`src/rtl/hazard_ctrl_pkg.sv`:
```
// Shared types and constants for the pipeline hazard controller.
package hazard_ctrl_pkg;

  typedef enum logic {
    RUN      = 1'b0,
    MEM_WAIT = 1'b1
  } state_t;

  localparam logic [1:0] FWD_RF      = 2'b00;
  localparam logic [1:0] FWD_W       = 2'b01;
  localparam logic [1:0] FWD_M       = 2'b10;
  localparam logic [1:0] RESULT_LOAD = 2'b01;

  // Memory stage wins over Writeback; x0 is never a forwarding source.
  function automatic logic [1:0] fwd_sel(
    input logic [4:0] rs,
    input logic [4:0] rd_m,
    input logic       regwrite_m,
    input logic [4:0] rd_w,
    input logic       regwrite_w
  );
    logic [1:0] sel;
    sel = FWD_RF;
    if (regwrite_m && (rd_m != 5'd0) && (rd_m == rs))
      sel = FWD_M;
    else if (regwrite_w && (rd_w != 5'd0) && (rd_w == rs))
      sel = FWD_W;
    return sel;
  endfunction

endpackage

```
`src/rtl/hazard_ctrl_if.sv`:
```
// Pipeline-to-hazard-unit signal bundle; master is the datapath, slave the controller.
interface hazard_ctrl_if #(
  parameter int unsigned CNT_W = 32
);
  logic [4:0]       Rs1D;
  logic [4:0]       Rs2D;
  logic [4:0]       Rs1E;
  logic [4:0]       Rs2E;
  logic [4:0]       RdE;
  logic [1:0]       ResultSrcE;
  logic             PCSrcE;
  logic [4:0]       RdM;
  logic             RegWriteM;
  logic             MemReqM;
  logic             MemReadyM;
  logic [4:0]       RdW;
  logic             RegWriteW;
  logic [1:0]       ForwardAE;
  logic [1:0]       ForwardBE;
  logic             StallF;
  logic             StallD;
  logic             StallE;
  logic             StallM;
  logic             FlushD;
  logic             FlushE;
  logic             FlushW;
  logic             mem_timeout;
  logic [CNT_W-1:0] stall_cycles;
  logic [CNT_W-1:0] flush_events;

  modport master (
    output Rs1D, Rs2D, Rs1E, Rs2E, RdE, ResultSrcE, PCSrcE,
           RdM, RegWriteM, MemReqM, MemReadyM, RdW, RegWriteW,
    input  ForwardAE, ForwardBE, StallF, StallD, StallE, StallM,
           FlushD, FlushE, FlushW, mem_timeout, stall_cycles, flush_events
  );

  modport slave (
    input  Rs1D, Rs2D, Rs1E, Rs2E, RdE, ResultSrcE, PCSrcE,
           RdM, RegWriteM, MemReqM, MemReadyM, RdW, RegWriteW,
    output ForwardAE, ForwardBE, StallF, StallD, StallE, StallM,
           FlushD, FlushE, FlushW, mem_timeout, stall_cycles, flush_events
  );

endinterface

```
`src/rtl/hazard_ctrl_sat_counter.sv`:
```
// Event counter that sticks at all-ones instead of wrapping.
module sat_counter #(
  parameter int unsigned W = 32
) (
  input  logic         clk,
  input  logic         rst,
  input  logic         en,
  output logic [W-1:0] count
);

  always_ff @(posedge clk) begin
    if (rst)
      count <= '0;
    else if (en && (count != '1))
      count <= count + W'(1);
  end

endmodule

```
`src/rtl/hazard_ctrl.sv`:
```
// RV32I hazard controller: EX forwarding, load-use/branch/memory-wait stall and
// flush generation, memory watchdog and saturating performance counters.
module hazard_ctrl
  import hazard_ctrl_pkg::*;
#(
  parameter int unsigned TIMEOUT = 16,
  parameter int unsigned CNT_W   = 32
) (
  input logic         clk,
  input logic         rst,
  hazard_ctrl_if.slave hz
);

  localparam int unsigned       WAIT_W   = $clog2(TIMEOUT + 1);
  localparam logic [WAIT_W-1:0] WAIT_MAX = WAIT_W'(TIMEOUT);

  state_t            state;
  state_t            state_next;
  logic [WAIT_W-1:0] wait_cnt;
  logic [WAIT_W-1:0] wait_cnt_next;
  logic              timeout_q;
  logic              timeout_set;
  logic              wait_release;
  logic              mem_stall;
  logic              lw_stall;
  logic              branch_flush;
  logic [CNT_W-1:0]  stall_cnt;
  logic [CNT_W-1:0]  flush_cnt;

  always_ff @(posedge clk) begin
    if (rst) begin
      state     <= RUN;
      wait_cnt  <= '0;
      timeout_q <= 1'b0;
    end else begin
      state    <= state_next;
      wait_cnt <= wait_cnt_next;
      if (timeout_set)
        timeout_q <= 1'b1;
    end
  end

  assign wait_release = (wait_cnt == WAIT_MAX);

  // The counter holds the number of stall cycles already spent in this access,
  // so hitting TIMEOUT means the current cycle is the forced-release cycle.
  always_comb begin
    state_next    = state;
    wait_cnt_next = wait_cnt;
    timeout_set   = 1'b0;
    mem_stall     = 1'b0;
    case (state)
      RUN: begin
        if (hz.MemReqM && !hz.MemReadyM) begin
          mem_stall     = 1'b1;
          state_next    = MEM_WAIT;
          wait_cnt_next = WAIT_W'(1);
        end
      end
      MEM_WAIT: begin
        if (hz.MemReadyM) begin
          state_next    = RUN;
          wait_cnt_next = '0;
        end else if (wait_release) begin
          state_next    = RUN;
          wait_cnt_next = '0;
          timeout_set   = 1'b1;
        end else begin
          mem_stall     = 1'b1;
          wait_cnt_next = wait_cnt + WAIT_W'(1);
        end
      end
      default: begin
        state_next    = RUN;
        wait_cnt_next = '0;
      end
    endcase
  end

  assign lw_stall = (hz.ResultSrcE == RESULT_LOAD) && (hz.RdE != 5'd0) &&
                    ((hz.RdE == hz.Rs1D) || (hz.RdE == hz.Rs2D));

  assign branch_flush = hz.PCSrcE && !mem_stall;

  always_comb begin
    hz.StallF = 1'b0;
    hz.StallD = 1'b0;
    hz.StallE = 1'b0;
    hz.StallM = 1'b0;
    hz.FlushD = 1'b0;
    hz.FlushE = 1'b0;
    hz.FlushW = 1'b0;
    if (mem_stall) begin
      hz.StallF = 1'b1;
      hz.StallD = 1'b1;
      hz.StallE = 1'b1;
      hz.StallM = 1'b1;
      hz.FlushW = 1'b1;
    end else if (hz.PCSrcE) begin
      hz.FlushD = 1'b1;
      hz.FlushE = 1'b1;
    end else if (lw_stall) begin
      hz.StallF = 1'b1;
      hz.StallD = 1'b1;
      hz.FlushE = 1'b1;
    end
  end

  assign hz.ForwardAE = fwd_sel(hz.Rs1E, hz.RdM, hz.RegWriteM, hz.RdW, hz.RegWriteW);
  assign hz.ForwardBE = fwd_sel(hz.Rs2E, hz.RdM, hz.RegWriteM, hz.RdW, hz.RegWriteW);

  sat_counter #(.W(CNT_W)) u_stall_cnt (
    .clk   (clk),
    .rst   (rst),
    .en    (hz.StallF),
    .count (stall_cnt)
  );

  sat_counter #(.W(CNT_W)) u_flush_cnt (
    .clk   (clk),
    .rst   (rst),
    .en    (branch_flush),
    .count (flush_cnt)
  );

  assign hz.mem_timeout  = timeout_q;
  assign hz.stall_cycles = stall_cnt;
  assign hz.flush_events = flush_cnt;

endmodule
```
`src/flat_wrapper.sv`:
```
// flat-port wrapper written by rule: the top's interface ports become plain ports
module hazard_ctrl_flat import hazard_ctrl_pkg::*;
#(
  parameter int unsigned TIMEOUT = 16,
  parameter int unsigned CNT_W   = 32
)
  (clk, rst, hz_Rs1D, hz_Rs2D, hz_Rs1E, hz_Rs2E, hz_RdE, hz_ResultSrcE, hz_PCSrcE, hz_RdM, hz_RegWriteM, hz_MemReqM, hz_MemReadyM, hz_RdW, hz_RegWriteW, hz_ForwardAE, hz_ForwardBE, hz_StallF, hz_StallD, hz_StallE, hz_StallM, hz_FlushD, hz_FlushE, hz_FlushW, hz_mem_timeout, hz_stall_cycles, hz_flush_events);
  hazard_ctrl_if #(.CNT_W(CNT_W)) hz_i ();
  input logic clk;
  input logic rst;
  input wire logic [$bits(hz_i.Rs1D)-1:0] hz_Rs1D;
  input wire logic [$bits(hz_i.Rs2D)-1:0] hz_Rs2D;
  input wire logic [$bits(hz_i.Rs1E)-1:0] hz_Rs1E;
  input wire logic [$bits(hz_i.Rs2E)-1:0] hz_Rs2E;
  input wire logic [$bits(hz_i.RdE)-1:0] hz_RdE;
  input wire logic [$bits(hz_i.ResultSrcE)-1:0] hz_ResultSrcE;
  input wire logic [$bits(hz_i.PCSrcE)-1:0] hz_PCSrcE;
  input wire logic [$bits(hz_i.RdM)-1:0] hz_RdM;
  input wire logic [$bits(hz_i.RegWriteM)-1:0] hz_RegWriteM;
  input wire logic [$bits(hz_i.MemReqM)-1:0] hz_MemReqM;
  input wire logic [$bits(hz_i.MemReadyM)-1:0] hz_MemReadyM;
  input wire logic [$bits(hz_i.RdW)-1:0] hz_RdW;
  input wire logic [$bits(hz_i.RegWriteW)-1:0] hz_RegWriteW;
  output wire logic [$bits(hz_i.ForwardAE)-1:0] hz_ForwardAE;
  output wire logic [$bits(hz_i.ForwardBE)-1:0] hz_ForwardBE;
  output wire logic [$bits(hz_i.StallF)-1:0] hz_StallF;
  output wire logic [$bits(hz_i.StallD)-1:0] hz_StallD;
  output wire logic [$bits(hz_i.StallE)-1:0] hz_StallE;
  output wire logic [$bits(hz_i.StallM)-1:0] hz_StallM;
  output wire logic [$bits(hz_i.FlushD)-1:0] hz_FlushD;
  output wire logic [$bits(hz_i.FlushE)-1:0] hz_FlushE;
  output wire logic [$bits(hz_i.FlushW)-1:0] hz_FlushW;
  output wire logic [$bits(hz_i.mem_timeout)-1:0] hz_mem_timeout;
  output wire logic [$bits(hz_i.stall_cycles)-1:0] hz_stall_cycles;
  output wire logic [$bits(hz_i.flush_events)-1:0] hz_flush_events;
  assign hz_i.Rs1D = hz_Rs1D;
  assign hz_i.Rs2D = hz_Rs2D;
  assign hz_i.Rs1E = hz_Rs1E;
  assign hz_i.Rs2E = hz_Rs2E;
  assign hz_i.RdE = hz_RdE;
  assign hz_i.ResultSrcE = hz_ResultSrcE;
  assign hz_i.PCSrcE = hz_PCSrcE;
  assign hz_i.RdM = hz_RdM;
  assign hz_i.RegWriteM = hz_RegWriteM;
  assign hz_i.MemReqM = hz_MemReqM;
  assign hz_i.MemReadyM = hz_MemReadyM;
  assign hz_i.RdW = hz_RdW;
  assign hz_i.RegWriteW = hz_RegWriteW;
  assign hz_ForwardAE = hz_i.ForwardAE;
  assign hz_ForwardBE = hz_i.ForwardBE;
  assign hz_StallF = hz_i.StallF;
  assign hz_StallD = hz_i.StallD;
  assign hz_StallE = hz_i.StallE;
  assign hz_StallM = hz_i.StallM;
  assign hz_FlushD = hz_i.FlushD;
  assign hz_FlushE = hz_i.FlushE;
  assign hz_FlushW = hz_i.FlushW;
  assign hz_mem_timeout = hz_i.mem_timeout;
  assign hz_stall_cycles = hz_i.stall_cycles;
  assign hz_flush_events = hz_i.flush_events;
  hazard_ctrl #(.TIMEOUT(TIMEOUT), .CNT_W(CNT_W)) u_core (.clk(clk), .rst(rst), .hz(hz_i));
endmodule
```
`config.mk`:
```
export PLATFORM = sky130hd
export DESIGN_NAME = hazard_ctrl_flat
export DESIGN_NICKNAME = d
export VERILOG_FILES = /design/src/rtl/hazard_ctrl_pkg.sv /design/src/rtl/hazard_ctrl_if.sv /design/src/rtl/hazard_ctrl_sat_counter.sv /design/src/rtl/hazard_ctrl.sv /design/src/flat_wrapper.sv
export SDC_FILE = /design/constraint.sdc
export NUM_CORES = 1
export LEC_CHECK = 0
export CORE_MARGIN = 2
export CORE_UTILIZATION = 51
export DETAILED_ROUTE_END_ITERATION = 6
export GPL_TIMING_DRIVEN = 1
export PLACE_DENSITY = 0.94
export SKIP_LAST_GASP = 1
export SLEW_MARGIN = 40
export SYNTH_ARGS = -nofsm -noshare
export SYNTH_HDL_FRONTEND = slang
export SYNTH_SLANG_ARGS = --single-unit
```
`constraint.sdc`:
```
create_clock -name clk -period 4.7 [get_ports clk]
set_clock_uncertainty 0.1 [all_clocks]
set_input_delay 0.705 -clock clk [delete_from_list [all_inputs] [get_ports clk]]
set_output_delay 0.705 -clock clk [all_outputs]
set_load 0.02 [all_outputs]
```
Yosys cells after proc, flatten, opt, wreduce, memory -nomap -nowiden
Cells that the tools add are included.
- $add $sub $neg: 3
- eq/ne operators: 11
- multiplexer cells: 23
- bitwise operators: 1
- reduce and logical (&&, ||, !) cells: 18
- operator list (operator ; number):
    $add 32x1->32 const B ; 2
    $ne 32x32->1 const B ; 2
    $eq 5x5->1 ; 6
    $mux 1 ; 16
    $mux 5 ; 3
    $reduce_bool 5->1 ; 3
    $logic_and 1x1->1 ; 12
    $pmux 5 s2 ; 1
    $add 5x1->5 const B ; 1
    $eq 5x5->1 const B ; 1
    $mux 2 ; 2
    $eq 2x1->1 const B ; 1
    $logic_not 1->1 ; 2
    $ne 2x1->1 const B ; 1
    $pmux 1 s2 ; 1
    $logic_or 1x1->1 ; 1
    $not 1->1 ; 1
- flip-flop bits (word level): 71
- input port bits: 44
- logic and storage cells: 61

Logic depth before layout (Yosys ltp)
- word-level depth: 7
- gate-level depth with buffers: 10
- depth with buffers taken out: 8

Hierarchy
Synthesis repeated with hierarchy kept, for this count alone.
- cells, all modules: 497
- area total of the unflattened synthesis: 4140.2 µm²
- modules (own cells, without submodules) (module ; times used ; cells each ; area each (µm²) ; sequential area each (µm²)):
    sat_counter ; 2 ; 199 ; 1674.1 ; 640.6
    hazard_ctrl ; 1 ; 99 ; 792.0 ; 140.1

Worst setup path before layout
OpenSTA, ideal clock, no wires.
- path type: input port to output port
- from: input hz_RdM[0]
- to: output hz_ForwardAE[0]
- data arrival time: 2.322 ns
- required time: 3.895 ns
- setup slack: 1.573 ns
- stages on the path: 4
- path buffers: 0
- cell sequence: or4_1 -> o21ai_0 -> nor4_1 -> nor4_1
- word-level cells in the longest chain between the ends: 4
- ends and longest elaborated chain (item ; line ; source):
    start, declared ; flat_wrapper.sv:18 ; input wire logic [$bits(hz_i.RdM)-1:0] hz_RdM;
    $reduce_bool 5->1 ; hazard_ctrl_pkg.sv:24 ; if (regwrite_m && (rd_m != 5'd0) && (rd_m == rs))
    $logic_and 1x1->1 ; hazard_ctrl_pkg.sv:24 ;
    $logic_and 1x1->1 (*) ; hazard_ctrl_pkg.sv:24 ;
    $mux 2 (*) ; hazard_ctrl_pkg.sv:24 ;
    end, declared ; flat_wrapper.sv:24 ; output wire logic [$bits(hz_i.ForwardAE)-1:0] hz_ForwardAE;
Mark *: on every way between the ends. The rest lies on a longest branch, timed or not.

Final worst setup path
Ends and elaborated chain as after synthesis.

==> summary.txt <==
Run status
  • Status: finished clean

Layout
  • Number of fill cells: 580
  • Multi-input combinational cell area: 2440 sq um
  • Reg area: 1420 sq um
  • Share of layout cells above drive strength 1: 6.48%
  • Fin nets: 645
  • Commonest cells after routing, fill and taps aside: 118 x clkdlybuf4s50_1, 71 x dfxtp_1, 50 x nor2_1
  • Total inserted antenna cells: 0
  • P&R area growth vs syn: 34.8%
  • Commonest non-fill, non-tap cell in the layout: clkdlybuf4s50_1

Placed design
  • Port bufs: 119
  • Post-DP HPWL: 8220 um
  • Routability Congestion: 0.863

Critical path
  • Crit path depth: 6
  • Critical Path Source: hz_RdM[0]
  • Worst path slowest cell: clkdlybuf4s50_1
  • WS Path Type: in2out
  • Crit path to: hz_ForwardAE[0]
  • Startpoint types: input port
  • Crit path cell chain: clkdlybuf4s50_1 > or4_1 > o21ai_0 > nor4_1 > nor4_1 > clkdlybuf4s50_1
  • WP data required: 3890 ps
  • R2R cell count: 9
  • Worst path bufs/invs: 2
  • R2r endpoint: u_core.u_stall_cnt.count[31]$_SDFFE_PP0P_
  • Crit Reg-Reg Startpoint: u_core.wait_cnt[0]$_SDFFE_PP0P_
  • Crit path largest cell delay: 690 ps
  • CP max FO: 3
  • Critical path's top delay family: buffers and inverters
  • Crit. End Element: output port
  • Crit path DAT: 3140 ps
  • Worst R2R Setup Slack: 1800 ps

Yosys
  • FFs w/ async S/R, synth: 0%
  • Yosys reg bits: 71
  • Sequential cell area fraction in the yosys report: 35.4%
  • Synth Flop Type: dfxtp_1
  • Number of synthesized flops with an enable pin: 0
  • Yosys cell types: 46
  • Syn avg cell area: 8.24 sq um
  • Post-Syn Instances: 487
  • Syn_nets: 535
  • Mapped Area: 4020 sq um
  • Yosys warning count: 0

Detailed routing
  • Via count: 4090
  • Pre-antenna DRT Iters: 5
  • Post-route DRC violation count: 0
  • Final wirelength: 11000 um
  • Final ANT Viol Nets: 0
  • WL/cell: 15.6 um
  • Vias/cell: 5.81
  • Initial DRC count: 181

Timing
  • Slew at the pin closest to its max-slew limit: 829 ps
  • Final Hold Viols: 0
  • Final hold slack: 396 ps
  • Max Slew Vio Count: 0
  • Rel. slew slack: 44.2%
  • Crit path time final: 3950 ps
  • Fmax: 253 MHz
  • Fin Setup TNS: 0 ps
  • Final setup fails: 0
  • Unrepaired setup endpoints after global routing: no
  • Fin crit share: 83.9%

Die
  • Row cnt: 32
  • Initial Util: 52.2%
  • Core ar.: 7690 sq um
  • IO Pins: 120
  • Die height: 92.7 um
  • Die outline area: 8600 sq um
  • Die Span X: 92.7 um

Global routing
  • GR Overflow Total: 0
  • Vias in the first global route: 3801
  • Gr usage total: 25.6%
  • Global-route wire length before repair: 17900 um
  • Largest net degree at the start of global routing: 45
  • Initial antenna violation count: 0

Clocking
  • Cts bufs inserted: 9
  • CTS tree: done
  • Hold_buf cts: 0
  • CTS resizes: 0
  • Clock transition at the registers of the reported paths: 70 ps
  • Root Buffer: clkbuf_8
  • Clock Latency Late Sink: 340 ps
  • H-tree Lvls: 3
  • Clock Sinks: 71
  • Clk buf depth: 2
  • Post-CTS Setup Repair Bufs: 0

Run
  • Max-Cap Viols: 0

Power
  • Power per cell area: 221 nW/um^2
  • Leak: 0.00166 uW
  • Max IR drop VDD: 233 uV

Min path
  • Hold Crit Class: reg2reg
[worst min-delay path by stage]
stage	depth (start not counted)	start	slack, ps	end
6_report	2	u_core.hz.mem_timeout$_SDFFE_PP0P_	400	u_core.hz.mem_timeout$_SDFFE_PP0P_
4_1_cts	2	u_core.hz.mem_timeout$_SDFFE_PP0P_	390	u_core.hz.mem_timeout$_SDFFE_PP0P_
3_5_place_dp	2	u_core.hz.mem_timeout$_SDFFE_PP0P_	370	u_core.hz.mem_timeout$_SDFFE_PP0P_
2_1_floorplan	1	u_core.wait_cnt[3]$_SDFFE_PP0P_	420	u_core.wait_cnt[3]$_SDFFE_PP0P_
3_3_place_gp	2	u_core.hz.mem_timeout$_SDFFE_PP0P_	360	u_core.hz.mem_timeout$_SDFFE_PP0P_
5_1_grt	2	u_core.hz.mem_timeout$_SDFFE_PP0P_	420	u_core.hz.mem_timeout$_SDFFE_PP0P_
[power breakdown]
part / switching [uW] / internal, uW / leakage (uW)
Clock: 217 / 219 / 0.0000894
Combinational: 76.3 / 73.5 / 0.000999
Sequential: 5.82 / 605 / 0.000572
Total: 299 / 898 / 0.00166
[per-stage QoR]
| step | setup slack (ps) | power [uW] | instance area [sq um] | utilization (%) | instances |
|---|---|---|---|---|---|
| floorplan | 1570 | 700 | 4020 | - | 487 |
| detailed placement | 821 | 773 | 5240 | 68.1 | 688 |
| CTS | 813 | 1210 | 5410 | 70.4 | 704 |
| finish | 754 | 1200 | 5410 | 70.4 | 704 |
| global route | 698 | 1250 | 5410 | 70.4 | 704 |
| global placement | 881 | 770 | 5230 | 68.1 | 688 |
[final cells by class]
cell class	instances	share of cell area, %
Clock inverter	3	0.324
Clock buffer	13	2.94
Timing Repair Buffer	122	22.3
Sequential cell	71	26.3
Multi-Input combinational cell	383	45.1
Tap cell	102	2.36
Inverter	10	0.694
[registers in the layout (all words and copies together) (netlist names)]
register and cells:
u_core.hz.mem_timeout 1, u_core.state 1, u_core.u_flush_cnt.count 32, u_core.u_stall_cnt.count 32, u_core.wait_cnt 5
[layer usage]
metal  wire [um]  up-vias  global-route usage, %
li1            -     1982                      -
met1        4550     1929                   32.0
met2        5540      169                   43.9
met3         847       10                   7.24
met4          82        0                   5.76
met5           0        -                      0
[logic make-up (layout without fill, tap and decap cells)]
group	Yosys count	in the layout	share of synthesized area, %
simple gates	233	233	33.0
compound gates	81	81	12.1
flops	71	71	35.4
xor+xnor	61	61	13.3
buf+inv	33	148	3.86
fa+ha+maj	4	4	1.25
mux	4	4	1.09
[cells in the mapped netlist (2+ instances only)]
cell	n	area [sq um]
a21oi_1	34	170
a311oi_1	2	17.5
a41oi_1	2	17.5
and2_1	4	25.0
and3_1	6	37.5
and4_1	5	43.8
buf_2	4	20.0
buf_4	3	22.5
buf_6	2	22.5
clkbuf_1	14	52.6
dfxtp_1	71	1420
ha_1	4	50.1
inv_1	10	37.5
mux2_2	3	33.8
nand2_1	30	113
nand2b_1	2	12.5
nand3_1	34	170
nand4_1	21	131
nand4b_1	2	17.5
nor2_1	50	188
nor2b_1	4	25.0
nor3_1	10	50.1
nor3_2	8	80.1
nor3b_1	2	15.0
nor4_1	12	75.1
nor4_2	2	25.0
o21ai_0	28	140
o31ai_1	8	60.1
or2_2	2	12.5
or3_1	21	131
or4_1	13	97.6
xnor2_1	38	333
xor2_1	23	201
[tightest hold or removal path: cells and delay by family (launching register included)]
family	cells	cell delay, ps
and+or+nand+nor	1	80
DFF	1	340
AOI/OAI and AO/OA	1	50
(Power assumes the default switching activity.)
